$ cat config.mk
export PLATFORM = sky130hd
export DESIGN_NAME = uart_periph
export DESIGN_NICKNAME = d
export VERILOG_FILES = /design/src/rtl/uart_periph.sv
export SDC_FILE = /design/constraint.sdc
export NUM_CORES = 1
export LEC_CHECK = 0
export CAP_MARGIN = 20
export CELL_PAD_IN_SITES_DETAIL_PLACEMENT = 1
export CELL_PAD_IN_SITES_GLOBAL_PLACEMENT = 2
export CORE_MARGIN = 2
export CORE_UTILIZATION = 30
export CTS_CLUSTER_DIAMETER = 80
export DETAILED_ROUTE_END_ITERATION = 8
export PLACE_DENSITY_LB_ADDON = 0.1
export RECOVER_POWER = 50
export SYNTH_ARGS = -nofsm -noshare
export SYNTH_HDL_FRONTEND = slang
export SYNTH_SLANG_ARGS = --single-unit
$ cat constraint.sdc
create_clock -name clk -period 2.2 [get_ports clk]
set_clock_uncertainty 0.05 [all_clocks]
set_input_delay 0.44 -clock clk [delete_from_list [all_inputs] [get_ports clk]]
set_output_delay 0.44 -clock clk [all_outputs]
set_load 0.02 [all_outputs]
$ cat src/rtl/uart_periph.sv
// Memory-mapped 8N1 UART: data register (TX write / RX read) and status register.
// Independent TX and RX state machines, with sticky error flags cleared by a status read.
module uart_periph #(
    parameter int CLKS_PER_BIT = 434
) (
    input  logic        clk,
    input  logic        rst_n,
    input  logic        CE_UART,
    input  logic        CE_SR,
    input  logic        UART_WR,
    input  logic        UART_RD,
    input  logic [31:0] WriteData,
    output logic [31:0] ReadData,
    input  logic        rx,
    output logic        tx
);

    typedef enum logic [1:0] {TX_IDLE, TX_START, TX_DATA, TX_STOP} tx_state_t;
    typedef enum logic [1:0] {RX_IDLE, RX_START, RX_DATA, RX_STOP} rx_state_t;

    localparam logic [15:0] BIT_LAST  = 16'(CLKS_PER_BIT - 1);
    localparam logic [15:0] HALF_LAST = 16'(CLKS_PER_BIT / 2 - 1);

    logic data_wr, data_rd, stat_rd;
    assign data_wr = CE_UART & UART_WR;
    assign data_rd = CE_UART & UART_RD;
    assign stat_rd = CE_SR & UART_RD;

    logic unused_wdata;
    assign unused_wdata = ^WriteData[31:8];

    tx_state_t   tx_state, tx_state_next;
    logic [15:0] tx_cnt;
    logic [2:0]  tx_idx;
    logic [7:0]  tx_shift;
    logic        tx_bit_end, tx_accept, tx_busy;

    assign tx_bit_end = (tx_cnt == BIT_LAST);
    assign tx_accept  = data_wr & (tx_state == TX_IDLE);
    assign tx_busy    = (tx_state != TX_IDLE);

    always_ff @(posedge clk or negedge rst_n) begin
        if (!rst_n) tx_state <= TX_IDLE;
        else        tx_state <= tx_state_next;
    end

    always_comb begin
        tx_state_next = tx_state;
        tx            = 1'b1;
        case (tx_state)
            TX_IDLE:  if (tx_accept) tx_state_next = TX_START;
            TX_START: begin
                tx = 1'b0;
                if (tx_bit_end) tx_state_next = TX_DATA;
            end
            TX_DATA: begin
                tx = tx_shift[tx_idx];
                if (tx_bit_end && tx_idx == 3'd7) tx_state_next = TX_STOP;
            end
            TX_STOP:  if (tx_bit_end) tx_state_next = TX_IDLE;
            default:  tx_state_next = TX_IDLE;
        endcase
    end

    // Baud counter reloads at the end of every bit; the bit index only advances in DATA.
    always_ff @(posedge clk or negedge rst_n) begin
        if (!rst_n) begin
            tx_cnt   <= '0;
            tx_idx   <= '0;
            tx_shift <= '0;
        end else if (tx_accept) begin
            tx_shift <= WriteData[7:0];
            tx_cnt   <= '0;
            tx_idx   <= '0;
        end else if (tx_state != TX_IDLE) begin
            if (tx_bit_end) begin
                tx_cnt <= '0;
                if (tx_state == TX_DATA) tx_idx <= tx_idx + 3'd1;
            end else begin
                tx_cnt <= tx_cnt + 16'd1;
            end
        end
    end

    logic rx_meta, rx_sync, rx_prev;

    always_ff @(posedge clk or negedge rst_n) begin
        if (!rst_n) begin
            rx_meta <= 1'b1;
            rx_sync <= 1'b1;
            rx_prev <= 1'b1;
        end else begin
            rx_meta <= rx;
            rx_sync <= rx_meta;
            rx_prev <= rx_sync;
        end
    end

    rx_state_t   rx_state, rx_state_next;
    logic [15:0] rx_cnt;
    logic [2:0]  rx_idx;
    logic [7:0]  rx_shift;
    logic        rx_fall, rx_sample, rx_done;

    assign rx_fall   = rx_prev & ~rx_sync;
    assign rx_sample = (rx_state == RX_START) ? (rx_cnt == HALF_LAST) : (rx_cnt == BIT_LAST);
    assign rx_done   = (rx_state == RX_STOP) & rx_sample;

    always_ff @(posedge clk or negedge rst_n) begin
        if (!rst_n) rx_state <= RX_IDLE;
        else        rx_state <= rx_state_next;
    end

    always_comb begin
        rx_state_next = rx_state;
        case (rx_state)
            RX_IDLE:  if (rx_fall) rx_state_next = RX_START;
            RX_START: if (rx_sample) rx_state_next = rx_sync ? RX_IDLE : RX_DATA;
            RX_DATA:  if (rx_sample && rx_idx == 3'd7) rx_state_next = RX_STOP;
            RX_STOP:  if (rx_sample) rx_state_next = RX_IDLE;
            default:  rx_state_next = RX_IDLE;
        endcase
    end

    // Counter is held at zero in IDLE so the start-bit half period begins at the falling edge.
    always_ff @(posedge clk or negedge rst_n) begin
        if (!rst_n) begin
            rx_cnt   <= '0;
            rx_idx   <= '0;
            rx_shift <= '0;
        end else if (rx_state == RX_IDLE) begin
            rx_cnt <= '0;
            rx_idx <= '0;
        end else if (rx_sample) begin
            rx_cnt <= '0;
            if (rx_state == RX_DATA) begin
                rx_shift <= {rx_sync, rx_shift[7:1]};
                rx_idx   <= rx_idx + 3'd1;
            end
        end else begin
            rx_cnt <= rx_cnt + 16'd1;
        end
    end

    logic [7:0] rx_data;
    logic       rx_valid, rx_ovr, frame_err, tx_ovr;

    // Setting a flag takes priority over the read that would clear it in the same cycle.
    always_ff @(posedge clk or negedge rst_n) begin
        if (!rst_n) begin
            rx_data   <= '0;
            rx_valid  <= 1'b0;
            rx_ovr    <= 1'b0;
            frame_err <= 1'b0;
            tx_ovr    <= 1'b0;
        end else begin
            if (rx_done && (!rx_valid || data_rd)) begin
                rx_data  <= rx_shift;
                rx_valid <= 1'b1;
            end else if (data_rd) begin
                rx_valid <= 1'b0;
            end

            if (rx_done && rx_valid && !data_rd) rx_ovr <= 1'b1;
            else if (stat_rd)                    rx_ovr <= 1'b0;

            if (rx_done && !rx_sync) frame_err <= 1'b1;
            else if (stat_rd)        frame_err <= 1'b0;

            if (data_wr && tx_busy) tx_ovr <= 1'b1;
            else if (stat_rd)       tx_ovr <= 1'b0;
        end
    end

    always_comb begin
        ReadData = 32'b0;
        if (data_rd)      ReadData = {24'b0, rx_data};
        else if (stat_rd) ReadData = {27'b0, tx_ovr, frame_err, rx_ovr, tx_busy, rx_valid};
    end

endmodule

==> flow_summary.json, run 1 <==
{
  "port_buffers": 23,
  "dp_hpwl_mm": 6.65,
  "rsz0062_at_grt": "yes",
  "netlist_area_um2": 3960,
  "cts.htree.levels": 3,
  "grt_pass1_wl_mm": 16.1,
  "setup_viol": 0,
  "clock.fmax_mhz": 462,
  "r2r_start": "rx_cnt[13]",
  "vias_per_cell": 4.83,
  "leakagePower_uw": 0.00220,
  "hold_viol": 0,
  "tightest_slew_ns": 0.713,
  "setup_tns_ns": 0,
  "synth-seq-cells": 73,
  "max_slew_margin_pct": 52.5,
  "worstPathArrival_ns": 1.68,
  "core_area_um2": 12800,
  "drtPass1Iterations": 4,
  "mostFrequentLayoutCells": "69 x dfrtp_1, 41 x buf_4, 25 x nand2_1",
  "postRouteAntennaNets": 0,
  "worstPathRequired_ns": 1.71,
  "place_congestion": 0.755,
  "vdd_drop_max_mv": 0.397,
  "antenna-diode-count": 0,
  "layout_commonest_cell": "dfrtp_1",
  "start_util_pct": 31.0,
  "grt_pass1_vias": 3164,
  "netlist_instances": 367,
  "finalWirelength_mm": 9.43,
  "synth-seq-area-share_pct": 46.3,
  "syn_to_final_growth_pct": 24.7,
  "ys_types": 56,
  "cts_buffers": 9,
  "hp-start": "rx_meta",
  "synth_flop_cell": "dfrtp_1",
  "period_share_pct": 98.4,
  "clock-sinks": 73,
  "grt.overflow.total": 0,
  "synth_edf_count": 0,
  "dpl_cell_area_um2": 4610,
  "critPathKind": "flip-flop to output pin",
  "async_flop_share_pct": 100,
  "fin_nets": 486,
  "clock_latency_ns": 0.35,
  "hold_path_class": "flip-flop to flip-flop",
  "grt_max_degree": 34,
  "pre_cts_slack_ns": -0.382,
  "power_density_nw_per_um2": 949,
  "cts_tree": "yes",
  "cap_violations": 0,
  "crit_start": "tx_idx[0]",
  "status": "finished clean",
  "cp_max_fo": 3,
  "final_util_pct": 38.6,
  "drv_slew": 0,
  "cts_root_buf": "clkbuf_16",
  "fin_cells": 612,
  "dp_cells": 592,
  "grt_antenna_before_repair": 0,
  "worst_slack_ns": 0.0345,
  "fin_crit_ns": 2.17,
  "vias": 2957,
  "io_pins": 72,
  "drtIter0Drc": 123,
  "stdcell_area_um2": 4930,
  "drc": 0,
  "synth.top_cell.area_share_pct": 44.3,
  "syn_avg_cell_area_um2": 10.8,
  "cts.clk_slew.worst_paths_ns": 0.07,
  "worstSetupStartpointType": "flip-flop",
  "ctsLongestPathBuffers": 2,
  "die_area_um2": 14100,
  "die_w_um": 119,
  "end_kind": "output pin",
  "wl_per_cell_um": 15.4,
  "die_h_um": 119,
  "ys_warn_count": 0,
  "synth_area_leader_cell": "dfrtp_1",
  "grtUsageTotal_pct": 14.3,
  "ys_top_cells_by_area": "dfrtp_1 44%, mux2_2 6.8%, buf_4 4.7%",
  "layout-drive-gt1-share_pct": 24.8,
  "placementRows": 41
}
-- worst max-delay path: stages, from the launching register on --
cell and delay (ns):
dfrtp_2 0.40, mux4_2 0.51, mux2i_1 0.16, mux2i_1 0.10, buf_2 0.17
-- synth_stat cells (3+ instances only) --
master and count:
dfrtp_1 70, buf_4 25, nand2_1 25, mux2_2 24, nor3_1 17, nor2_1 15
ha_1 12, nand3_1 10, nand4_1 10, nor2b_1 10, xor2_1 10, clkbuf_1 9
o21ai_0 9, xnor2_1 9, and3_1 7, nor4_1 7, a21oi_1 6, inv_1 6
a22oi_1 5, a31oi_1 5, and4_1 5, nand2b_1 5, o211ai_1 5, or3_1 5
mux2i_1 4, o31ai_1 4, a211oi_1 3, a221o_1 3, dfstp_2 3, nor3b_1 3
nor4b_1 3, or4_1 3
-- logic make-up after synthesis --
logic type | share of synthesized area (%)
flops | 46.3
buf+inv | 6.70
fa+ha+maj | 3.79
compound gates | 11.1
mux | 9.26
xor+xnor | 4.20
other cells | 0.0948
simple gates | 18.6
-- cell type report --
class / instances / area (µm²)
clock inverters: 7 / 78.8
repair buffers: 71 / 592
flip-flops and latches: 73 / 1830
fillers: 1438 / 7840
well taps: 172 / 215
multi-input cells: 274 / 1970
inverters: 6 / 22.5
clock buffers: 9 / 225
-- sequential cells by signal, summed over array words and instances, names as in the netlist, named ones only --
signal / cells
tx_state: 2
rx_shift: 8
rx_idx: 3
rx_sync: 1
tx_cnt: 16
rx_data: 8
rx_ovr: 1
rx_prev: 1
tx_idx: 3
rx_cnt: 16
tx_shift: 8
rx_meta: 1
rx_valid: 1
tx_ovr: 1
rx_state: 1
frame_err: 1
-- metal layers --
layer  global-route usage (%)  vias to the layer above  wire length (µm)
met4                     4.91                        0               142
met5                        0                        -                 0
met1                     18.3                     1485              4430
met2                     23.4                       30              4630
met3                     3.54                        8               227
li1                         -                     1434                 -
-- through the flow --
stage	total power, µW	hold slack (ns)
floorplan	2680	0.0944
finish	4680	0.313
global route	5000	0.323
CTS	4760	0.310
detailed placement	3220	0.300
global placement	3190	0.296
-- power breakdown --
| part | internal, µW | switching (µW) | leakage [µW] |
|---|---|---|---|
| registers | 1590 | 195 | 0.000959 |
| clock network | 887 | 616 | 0.000139 |
| logic | 664 | 732 | 0.00111 |
| total | 3140 | 1540 | 0.00220 |
-- what timing repair did --
item                                    in CTS  in global routing
hold buffers                                 1                  0
gates cloned                                 0                  1
resized for setup                           21                  9
buffers inserted                             0                  2
endpoints found under the setup margin      18                 13
hold endpoints to repair                    24                  0
-- final timing paths --
check,end,slack [ns],cells past startpoint
min in group asynchronous,tx_shift[1],0.64,2
setup reg to reg,rx_data[1],0.12,6
max in group asynchronous,rx_meta,0.45,3
hold / removal,rx_sync,0.31,0
hold reg to reg,rx_sync,0.31,0
setup / recovery,tx,0.03,4
No activity file was read; power rests on OpenSTA's default activity.
==> run 2: changes to the inputs <==
--- a/config.mk
+++ b/config.mk
@@ -8,7 +8,7 @@
 export CAP_MARGIN = 20
 export CELL_PAD_IN_SITES_DETAIL_PLACEMENT = 1
 export CELL_PAD_IN_SITES_GLOBAL_PLACEMENT = 2
-export CORE_MARGIN = 2
+export CORE_MARGIN = 5
 export CORE_UTILIZATION = 30
 export CTS_CLUSTER_DIAMETER = 80
 export DETAILED_ROUTE_END_ITERATION = 8
==> constraint.sdc (replaced) <==
create_clock -name clk -period 2.2 [get_ports clk]
set_clock_uncertainty 0.05 [all_clocks]
set_input_delay 0.33 -clock clk [delete_from_list [all_inputs] [get_ports clk]]
set_output_delay 0.33 -clock clk [all_outputs]
set_load 0.02 [all_outputs]
==> flow_summary.json, run 2 (synthesized netlist as in run 1, its figures left out) <==
{
  "core_area_um2": 13100,
  "drtIter0Drc": 123,
  "wl_per_cell_um": 15.2,
  "clock-sinks": 73,
  "fin_crit_ns": 2.12,
  "cts.clk_slew.worst_paths_ns": 0.06,
  "die_area_um2": 15600,
  "power_density_nw_per_um2": 953,
  "worst_slack_ns": 0.0820,
  "postRouteAntennaNets": 0,
  "end_kind": "output pin",
  "grt.overflow.total": 0,
  "leakagePower_uw": 0.00218,
  "seq_area_um2": 1830,
  "drc": 0,
  "grt_antenna_before_repair": 0,
  "hold_path_class": "flip-flop to flip-flop",
  "die_w_um": 125,
  "syn_to_final_growth_pct": 24.4,
  "start_util_pct": 30.2,
  "io_pins": 72,
  "cp_max_fo": 3,
  "setup_viol": 0,
  "crit_chain": "mux4_2 -> mux2i_1 -> mux2i_1 -> buf_2",
  "clock.fmax_mhz": 472,
  "holdPathStages": 0,
  "antenna-diode-count": 0,
  "cts_root_buf": "clkbuf_16",
  "cpMostUsedCell": "mux2i_1",
  "max_slew_margin_pct": 28.5,
  "dp_hpwl_mm": 6.61,
  "grt_pass1_vias": 3079,
  "cts_tree": "yes",
  "multi_input_area_um2": 1950,
  "drtPass1Iterations": 4,
  "dpl_cell_area_um2": 4590,
  "vdd_drop_max_mv": 0.388,
  "grtUsageTotal_pct": 12.6,
  "worstPathRequired_ns": 1.82,
  "placementRows": 42,
  "vias": 2924,
  "hold_viol": 0,
  "place_congestion": 0.724,
  "finalWirelength_mm": 9.29,
  "rr_worst_depth": 5,
  "pre_cts_slack_ns": -0.135,
  "stdcell_area_um2": 4920,
  "cp_num_cells": 4,
  "critPathKind": "flip-flop to output pin",
  "port_buffers": 23,
  "worstPathArrival_ns": 1.74,
  "cts_buffers": 9,
  "layout_commonest_cell": "dfrtp_1",
  "status": "finished clean",
  "nFillCells": 1435,
  "cts.htree.levels": 3,
  "period_share_pct": 96.3,
  "rsz0062_at_grt": "yes",
  "worstSetupStartpointType": "flip-flop",
  "fin_nets": 480,
  "grt_max_degree": 56,
  "mostFrequentLayoutCells": "70 x dfrtp_1, 36 x buf_4, 25 x nand2_1",
  "crit_family": "multiplexers",
  "drv_slew": 0,
  "whs_ns": 0.312,
  "critPathBufInv": 1,
  "slowest_stage": "mux4_2",
  "grt_pass1_wl_mm": 15.9,
  "vias_per_cell": 4.79,
  "cap_violations": 0,
  "layout-drive-gt1-share_pct": 21.7,
  "clock_latency_ns": 0.34,
  "top_regs": "rx_cnt: 16 flops, tx_cnt: 16 flops",
  "tightest_slew_ns": 1.07,
  "cpPeakStageDelay_ns": 0.52,
  "ctsLongestPathBuffers": 2,
  "die_h_um": 125
}
[run 2: cell types whose count changed in the layout (fill, tap and decap cells not counted), moves of 2 or more]
cell             delta
clkbuf_1            +2
clkbuf_2            -4
dlygate4sd2_1       +5
buf_4               -5
inv_6               -2
buf_2               -2
clkdlybuf4s50_1     +2
[run 2: power by group]
group          switching, µW  internal, µW  total [µW]
clock                    585          1020        1610
combinational            685           595        1280
sequential               217          1590        1800
total                   1490          3210        4690
[run 2: worst paths after layout]
path                       slack (ns)     endpoint      start
min reg2reg                      0.31      rx_sync    rx_meta
min                              0.31      rx_sync    rx_meta
min in group asynchronous        0.66  tx_shift[5]      rst_n
max                              0.08           tx  tx_idx[0]
max in group asynchronous        0.37      rx_meta      rst_n
max reg2reg                      0.12   rx_data[6]  flip-flop
[run 2: layout make-up]
class                           instances  share of cell area (%)
Inverter                                6                   0.458
Clock buffer                           10                    4.86
Clock inverter                          6                    1.86
Tap cell                              176                    4.47
Timing Repair Buffer                   65                    11.5
Sequential cell                        73                    37.2
Multi-Input combinational cell        274                    39.7
[run 2: what timing repair did]
item	CTS	global route
resized for setup	13	1
setup buffers	0	2
pin swaps	0	1
setup endpoints to repair	9	4
hold buffers	1	0
hold endpoints to repair	18	0
[run 2: worst reg2reg max path, cell delays in order (launching register included)]
cell,delay [ns]
dfrtp_1,0.37
nand2b_4,0.16
or4_4,0.59
a211oi_4,0.31
buf_12,0.16
mux2_2,0.33
[run 2: stage by stage]
step | util (%) | setup TNS (ns) | total power, µW | instances
floorplan | - | 0 | 2680 | 390
global placement | 35.1 | -0.721 | 3110 | 591
detailed placement | 35.1 | -1.00 | 3140 | 591
CTS | 37.6 | 0 | 4790 | 608
global route | 37.6 | -0.0253 | 5030 | 610
finish | 37.6 | 0 | 4690 | 610
[run 2: layer usage]
| metal | GRT usage [%] | share of wire, % |
|---|---|---|
| met5 | 0 | 0 |
| met4 | 4.40 | 1.4 |
| met3 | 3.43 | 3.2 |
| met2 | 20.7 | 49 |
| met1 | 15.8 | 46 |
